==> src/rtl/palette_pkg.sv <==
// Shared types and the fade arithmetic for the writable colour palette.
package palette_pkg;

  localparam int PAL_CH_W   = 4;
  localparam int PAL_FADE_W = 4;

  typedef struct packed {
    logic [PAL_CH_W-1:0] r;
    logic [PAL_CH_W-1:0] g;
    logic [PAL_CH_W-1:0] b;
  } rgb_t;

  typedef enum logic {
    CLEAR = 1'b0,
    IDLE  = 1'b1
  } pal_state_e;

  // chan * (fade + 1) >> FADE_W, so an all-ones fade is the identity.
  function automatic logic [PAL_CH_W-1:0] fade_chan(input logic [PAL_CH_W-1:0]   chan,
                                                    input logic [PAL_FADE_W-1:0] fade);
    logic [PAL_CH_W+PAL_FADE_W:0] prod;
    prod = {{(PAL_FADE_W+1){1'b0}}, chan} * {{PAL_CH_W{1'b0}}, ({1'b0, fade} + 1'b1)};
    return prod[PAL_FADE_W +: PAL_CH_W];
  endfunction

  function automatic rgb_t fade_scale(input rgb_t c, input logic [PAL_FADE_W-1:0] fade);
    rgb_t s;
    s.r = fade_chan(c.r, fade);
    s.g = fade_chan(c.g, fade);
    s.b = fade_chan(c.b, fade);
    return s;
  endfunction

endpackage

==> src/rtl/palette_ram.sv <==
// Simple dual-port palette storage: one write port, one registered read-first read port.
module palette_ram #(
  parameter int AW = 8,
  parameter int DW = 12
) (
  input  logic          clk,
  input  logic          we,
  input  logic [AW-1:0] waddr,
  input  logic [DW-1:0] wdata,
  input  logic [AW-1:0] raddr,
  output logic [DW-1:0] rdata
);

  logic [DW-1:0] mem_q [2**AW];
  logic [DW-1:0] rdata_q;

  // No reset on the array so it maps onto block RAM; the clear sweep initialises it.
  always_ff @(posedge clk) begin
    if (we) begin
      mem_q[waddr] <= wdata;
    end
    rdata_q <= mem_q[raddr];
  end

  assign rdata = rdata_q;

endmodule

==> src/rtl/palette_lut_rgb.sv <==
// Writable, pipelined colour palette with clear sweep, transparency flag and global fade.
//  state | meaning
//  CLEAR | sweeping zeros into every entry, writes blocked, busy = 1
//  IDLE  | palette usable, writes accepted
module palette_lut_rgb
  import palette_pkg::*;
#(
  parameter int IDX_W      = 8,
  parameter int TRANSP_IDX = 0
) (
  input  logic                  Clk,
  input  logic                  Reset_n,
  input  logic                  rd_valid,
  input  logic [IDX_W-1:0]      rd_index,
  input  logic [PAL_FADE_W-1:0] fade_level,
  output logic                  rd_out_valid,
  output logic [PAL_CH_W-1:0]   red,
  output logic [PAL_CH_W-1:0]   green,
  output logic [PAL_CH_W-1:0]   blue,
  output logic                  rd_transparent,
  input  logic                  wr_valid,
  output logic                  wr_ready,
  input  logic [IDX_W-1:0]      wr_index,
  input  logic [3*PAL_CH_W-1:0] wr_rgb,
  input  logic                  clear_start,
  output logic                  busy
);

  localparam int DEPTH = 2**IDX_W;

  pal_state_e       state_q, state_d;
  logic [IDX_W-1:0] cnt_q, cnt_d;

  logic             ram_we;
  logic [IDX_W-1:0] ram_waddr;
  rgb_t             ram_wdata;
  rgb_t             ram_rdata;
  rgb_t             scaled;

  logic                  s1_valid_q, s1_valid_d;
  logic [IDX_W-1:0]      s1_index_q, s1_index_d;
  logic [PAL_FADE_W-1:0] s1_fade_q, s1_fade_d;
  logic                  s1_blank_q, s1_blank_d;

  logic                out_valid_q, out_valid_d;
  rgb_t                out_rgb_q, out_rgb_d;
  logic                out_transp_q, out_transp_d;

  assign busy     = (state_q == CLEAR);
  assign wr_ready = (state_q == IDLE);

  always_comb begin
    state_d   = state_q;
    cnt_d     = cnt_q;
    ram_we    = 1'b0;
    ram_waddr = wr_index;
    ram_wdata = wr_rgb;
    case (state_q)
      CLEAR: begin
        ram_we    = 1'b1;
        ram_waddr = cnt_q;
        ram_wdata = '0;
        cnt_d     = cnt_q + 1'b1;
        if (cnt_q == IDX_W'(DEPTH - 1)) begin
          state_d = IDLE;
        end
      end
      IDLE: begin
        ram_we = wr_valid;
        if (clear_start) begin
          state_d = CLEAR;
          cnt_d   = '0;
        end
      end
      default: begin
        state_d = CLEAR;
        cnt_d   = '0;
      end
    endcase
  end

  palette_ram #(
    .AW(IDX_W),
    .DW(3*PAL_CH_W)
  ) u_ram (
    .clk  (Clk),
    .we   (ram_we),
    .waddr(ram_waddr),
    .wdata(ram_wdata),
    .raddr(rd_index),
    .rdata(ram_rdata)
  );

  assign scaled = fade_scale(ram_rdata, s1_fade_q);

  // Lookups issued during the sweep may see stale RAM, so they are blanked at the output.
  always_comb begin
    s1_valid_d   = rd_valid;
    s1_index_d   = rd_index;
    s1_fade_d    = fade_level;
    s1_blank_d   = busy;
    out_valid_d  = s1_valid_q;
    out_rgb_d    = out_rgb_q;
    out_transp_d = out_transp_q;
    if (s1_valid_q) begin
      out_rgb_d    = s1_blank_q ? '0 : scaled;
      out_transp_d = (s1_index_q == IDX_W'(TRANSP_IDX));
    end
  end

  always_ff @(posedge Clk or negedge Reset_n) begin
    if (!Reset_n) begin
      state_q      <= CLEAR;
      cnt_q        <= '0;
      s1_valid_q   <= 1'b0;
      s1_index_q   <= '0;
      s1_fade_q    <= '0;
      s1_blank_q   <= 1'b0;
      out_valid_q  <= 1'b0;
      out_rgb_q    <= '0;
      out_transp_q <= 1'b0;
    end else begin
      state_q      <= state_d;
      cnt_q        <= cnt_d;
      s1_valid_q   <= s1_valid_d;
      s1_index_q   <= s1_index_d;
      s1_fade_q    <= s1_fade_d;
      s1_blank_q   <= s1_blank_d;
      out_valid_q  <= out_valid_d;
      out_rgb_q    <= out_rgb_d;
      out_transp_q <= out_transp_d;
    end
  end

  assign rd_out_valid   = out_valid_q;
  assign red            = out_rgb_q.r;
  assign green          = out_rgb_q.g;
  assign blue           = out_rgb_q.b;
  assign rd_transparent = out_transp_q;

endmodule
==> config.mk <==
export PLATFORM = sky130hd
export DESIGN_NAME = palette_lut_rgb
export DESIGN_NICKNAME = d
export VERILOG_FILES = /design/src/rtl/palette_pkg.sv /design/src/rtl/palette_ram.sv /design/src/rtl/palette_lut_rgb.sv
export SDC_FILE = /design/constraint.sdc
export NUM_CORES = 2
export LEC_CHECK = 0
export ABC_CLOCK_PERIOD_IN_PS = 6600
export CORE_MARGIN = 2
export CORE_UTILIZATION = 56
export DETAILED_ROUTE_END_ITERATION = 12
export PLACE_DENSITY = 0.73
export SETUP_SLACK_MARGIN = 0.05
export SLEW_MARGIN = 20
export SYNTH_ARGS = -nofsm -noshare
export SYNTH_HDL_FRONTEND = slang
export SYNTH_SLANG_ARGS = --single-unit
==> constraint.sdc <==
create_clock -name Clk -period 6.6 [get_ports Clk]
set_input_delay 0.66 -clock Clk [delete_from_list [all_inputs] [get_ports Clk]]
set_output_delay 0.66 -clock Clk [all_outputs]
set_load 0.1 [all_outputs]
After elaboration in Yosys (flattened, before gate mapping)
Memories as Yosys holds them, arrays and structs flattened. A register that Yosys moved wholly into a read port is not among the register bits.
Index checks and enable logic that the tools add are counted.
{ "op_classes": {"muxes": 11, "n_eq_ne": 2, "n_addsub": 2, "n_reduce_logical": 1, "shifts": 0, "n_div": 0, "mul": 3, "n_bitwise": 1, "magnitude_cmp": 0} }
{ "ops": {"columns": ["operator", "n"], "rows": [
  ["4-bit by 5-bit multiplier with 8-bit output", 3],
  ["12-bit two-way mux", 2],
  ["8-bit two-way mux", 2],
  ["8-bit one-hot mux with 2 select lines", 1],
  ["8-bit by 1-bit adder with 8-bit output, second input constant", 1],
  ["8-bit equality test, second input constant", 1],
  ["8-bit logical NOT", 1],
  ["4-bit by 1-bit adder with 5-bit output, second input constant", 1],
  ["1-bit two-way mux", 4],
  ["1-bit one-hot mux with 2 select lines", 2],
  ["2-bit inequality test, second input constant", 1],
  ["1-bit inverter", 1]
]} }
{ "word_totals": {"ff_bits": 37, "input_bits": 37, "romBits": 0, "wordCells": 32, "latchBits": 0, "ramBits": 3072, "n_memories": 1} }
{ "memory_table": {"columns": ["name", "depth", "width", "read_ports", "rd_clocked_by_memory_dff", "write_ports", "line", "rtl"], "rows": [
  ["u_ram.mem_q", 256, 12, 1, 1, 1, "palette_ram.sv:14", "logic [DW-1:0] mem_q [2**AW];"]
]} }

Logic depth before layout (Yosys ltp)
{ "logic_depth": {"word_depth": 4, "ltp_mapped": 15, "mapped_depth_nobuf": 14} }

Hierarchy
From an unflattened synthesis, not the netlist that was laid out.
{ "unflattened": {"hier_cells": 5801, "area_unflattened_um2": 121547.8} }
{ "by_module_without_submodules": {"columns": ["mod", "instances", "cells_per_inst", "area_each_um2"], "rows": [
  ["palette_ram", 1, 5506, 118632.5],
  ["palette_lut_rgb", 1, 295, 2915.3]
]} }

Worst setup path after synthesis
Ideal clock, no wire load.
{ "synth_path": {"path_kind": "flip-flop to flip-flop", "start": "reg state_q (netlist: wr_ready)", "end": "mem u_ram.mem_q[0][10] (data pin)", "required_time_ns": 5.733, "period_less_slack_ns": 5.975, "path_buffers": 3, "slack_ns": 0.625, "t_arrival_ns": 5.109, "path_stages_with_launch": 5, "path_cell_list": "dfrtp_1 > clkbuf_1 > buf_1 > clkbuf_1 > and2_1"} }
{ "synth_lines": {"columns": ["item", "line", "rtl"], "rows": [
  ["start: declaration", "palette_lut_rgb.sv:31", "pal_state_e state_q, state_d;"],
  ["start signal: assignment", "palette_lut_rgb.sv:123", "state_q <= state_d;"],
  ["end: declaration", "palette_ram.sv:14", null]
]} }

Final worst setup path
{ "layout_path": {"start": "reg s1_fade_q[0]", "end": "reg out_rgb_q, in the netlist red[3]"} }
{ "layout_between": {"elab_chain_cells": 3} }
{ "layout_lines": {"columns": ["item", "line", "rtl"], "rows": [
  ["start: declaration", "palette_lut_rgb.sv:42", "logic [PAL_FADE_W-1:0] s1_fade_q, s1_fade_d;"],
  ["start signal: assignment", "palette_lut_rgb.sv:117", "s1_fade_q <= '0;"],
  ["start signal: assignment", "palette_lut_rgb.sv:127", "s1_fade_q <= s1_fade_d;"],
  ["4-bit by 1-bit adder with 5-bit output", "palette_pkg.sv:22", "prod = {{(PAL_FADE_W+1){1'b0}}, chan} * {{PAL_CH_W{1'b0}}, ({1'b0, fade} + 1'b1)};"],
  ["4-bit by 5-bit multiplier with 8-bit output", "palette_pkg.sv:22", null],
  ["12-bit two-way mux", "palette_lut_rgb.sv:106", "out_rgb_d = s1_blank_q ? '0 : scaled;"],
  ["end signal: assignment", "palette_lut_rgb.sv:130", "out_rgb_q <= out_rgb_d;"],
  ["end: declaration", "palette_lut_rgb.sv:46", "rgb_t out_rgb_q, out_rgb_d;"]
]} }
Every way passes these cells.
A chain may end at the register's enable or synchronous reset.

==> impl_metrics.toml <==
[layout]
fin_nets = 6100
regArea_um2 = 93400
multiInputGateArea_um2 = 25800
fin_util = 0.631
fillers = 13750
drive_gt1_frac = 0.238
fin_area_um2 = 135000
area_growth_syn_to_layout_pct = 12.1

[synth]
avgSynthCellArea_um2 = 21.0
ys_seq_area_frac = 0.773
ys_ff_latch = 3121
ys.flop_type = "edfxtp_1"
synthArstFlopShare = 0.0119
synth_nets = 5844
synth_edf_count = 3072
ys_types = 55
ys_warn_count = 0
syn_inst = 5763
syn_area_um2 = 121000

[timing]
slew_headroom = 0.162
fmax_mhz = 231
layout_min_cycle_time_ns = 4.34
hold_ws_ns = 0.145
report.final.slew_viol_count = 0
period_share = 0.657
setup_tns_ns = 0
rsz0062_at_grt = "no"
fin_worst_skew_ns = 0.0594
tightest_slew_ns = 1.26
setup_viol = 0
finalHoldViolations = 0

[grt]
grt_max_degree = 209
grt_pass1_wl_um = 424000
grtUsageTotal = 0.270
grt.overflow.total = 0
grt_antenna_before_repair = 13
grt_pass1_vias = 60021

[detailed_routing]
wl_per_cell_um = 32.5
avgViaCountPerCell = 6.68
first_pass_iters = 8
top_layer_used = "met5"
drt_iter0_markers = 9176
dr_wl_met3_um = 31900
drc_errors = 0
wl_um = 296000
route.met2.wl_um = 142000
wl_met1_um = 111000
vias = 60764
ant_nets = 0

[floorplan]
die_h_um = 468
initial_core_util = 0.563
fp.dieW_um = 468
fp.dieArea_um2 = 219000
core-area_um2 = 215000
io_pins = 53
rows = 170

[power_and_ir_drop]
power_density_nw_per_um2 = 315
pwr-share-comb = 0.074
p_leak_nw = 43.6
pwr-share-clk = 0.406
pwr-share-seq = 0.519
switching_share = 0.227
power.total_mw = 42.7
p_int_mw = 33.0
ir_drop_mv = 0.309
netSwitchingPower_mw = 9.69

[placed_design]
port_buffers = 52
gp_congestion = 0.928
dp_hpwl_um = 172000
placed_area_um2 = 125000

[critical_path]
cp-end-kind = "register"
worstSetupPathType = "reg2reg"
critPathLaunchType = "register"
cp_max_fo = 12
reg2reg_depth = 14
crit_required_ns = 7.39
worstPathArrival_ns = 5.12

[clock_network]
cts_setup_buffers = 0
htreeDepth = 5
cts_sinks = 3121
cts-root-buf = "clkbuf_16"
clk_pin_slew_ns = 0.06
cts_max_path_buffers = 4
cts_buffers = 316
hold_buffers = 1
worstSkewPairLatency_ns = 0.95
ctsResizeCount = 0
cts_tree = "built"

[run]
drv_cap = 0

[min_path]
min_path_type = "in2reg"
min_path_cells = 1

[outcome]
outcome = "finished, final reports clean"
## flip-flops by register name, indices dropped and copies added, names as in the netlist
register        cells
wr_ready            1
u_ram.rdata        12
rd_transparent      1
rd_out_valid        1
out_valid_d         1
red                 4
green               4
s1_index_q          8
u_ram.mem_q      3072
s1_fade_q           4
s1_blank_q          1
blue                4
cnt_q               8
## cell families after synthesis
group	count (synthesis)	share of synthesized area
flip-flops	3121	0.773
adder cells (fa/ha/maj)	44	0.00549
AND/OR/NAND/NOR	609	0.0225
AO/OA/AOI/OAI	681	0.0390
buffers and inverters	380	0.0171
XOR/XNOR	26	0.00189
multiplexers	902	0.141
## cell usage after synthesis, drive strengths merged, types with 3 or more instances
cell type,number,area [um2]
dfrtp,37,926
buf,183,1330
o32ai,3,26.3
nand3,34,170
xnor2,21,184
nor2b,14,87.6
clkbuf,154,578
nor2,298,1120
a22o,18,158
a31oi,19,119
dfxtp,12,240
o221ai,53,464
and4,3,26.3
o21ai,17,85.1
edfxtp,3072,92200
mux2i,265,2650
nand2,114,428
nor4,46,288
nor3,19,95.1
mux4,636,14300
a211oi,26,195
a221oi,27,236
or2,4,25.0
o22ai,61,382
o21bai,3,22.5
xor2,5,43.8
a32o,4,40.0
nand2b,10,62.6
ha,29,363
and2,49,307
o31ai,3,22.5
a22oi,268,2010
or3,6,37.5
a211o,5,43.8
fa,15,300
a21oi,165,826
inv,43,161
nand4,7,43.8
## metal layers
metal	global-route usage	up-vias
met5	0	-
met3	0.0620	593
li1	-	24585
met2	0.420	3814
met4	0.103	6
met1	0.377	31766
## metrics by stage
stage | setup slack, ns | cells
after detailed placement | 1.82 | 8536
after CTS | 2.22 | 9087
final | 2.26 | 9095
after floorplan | 0.625 | 5763
after global placement | 1.29 | 8533
after global routing | 1.90 | 9094
## power by group through the flow
stage          clock [mW]  sequential (mW)  combinational (mW)
2_1_floorplan           0             22.5                1.78
3_3_place_gp            0             22.6                3.01
3_5_place_dp            0             22.6                3.07
4_1_cts              17.5             22.2                3.08
5_1_grt              18.3             22.2                3.30
6_report             17.3             22.2                3.18
## final cells by class
type	instances	area share
Sequential cell	3121	0.690
Multi-Input combinational cell	2262	0.191
Clock buffer	375	0.0613
Tap cell	2838	0.0262
Timing Repair Buffer	275	0.0190
Clock inverter	175	0.0119
Inverter	43	0.00119
Antenna cell	6	0.000111
## cell usage in the layout, fill, tap and decap left out, types with 53 or more instances in the layout
cell type,count
clkbuf_16,322
nor2_1,167
edfxtp_1,3072
a22oi_1,268
o22ai_1,61
mux2i_1,265
buf_4,192
mux4_2,634
nand2_1,99
o221ai_1,53
nor2_2,128
clkinv_2,66
a21oi_1,165
clkinv_1,57
## worst max-delay path, cell delays in order (launching register included)
cell	delay [ns]
dfrtp_1	0.53
ha_1	0.24
xor2_1	0.73
nand2_1	0.20
fa_1	0.58
inv_1	0.05
fa_1	0.43
ha_1	0.28
and4_1	0.21
a21oi_1	0.22
o21ba_2	0.18
o21bai_1	0.09
a21oi_1	0.20
xnor2_1	0.14
o22ai_1	0.09
## path summary, 6_finish.rpt
path                                              end  slack, ns                  startpoint
setup / recovery                   red[3]$_DFFE_PN0P_       2.26      s1_fade_q[0]$_DFF_PN0_
hold / removal                s1_index_q[5]$_DFF_PN0_       0.14                 rd_index[5]
setup reg to reg                   red[3]$_DFFE_PN0P_       2.26      s1_fade_q[0]$_DFF_PN0_
hold reg to reg            rd_transparent$_DFFE_PN0P_       0.52  rd_transparent$_DFFE_PN0P_
max in group asynchronous        cnt_q[0]$_DFFE_PN0P_       5.53                     Reset_n
min in group asynchronous         blue[2]$_DFFE_PN0P_       0.42                     Reset_n
(Power assumes the default switching activity.)
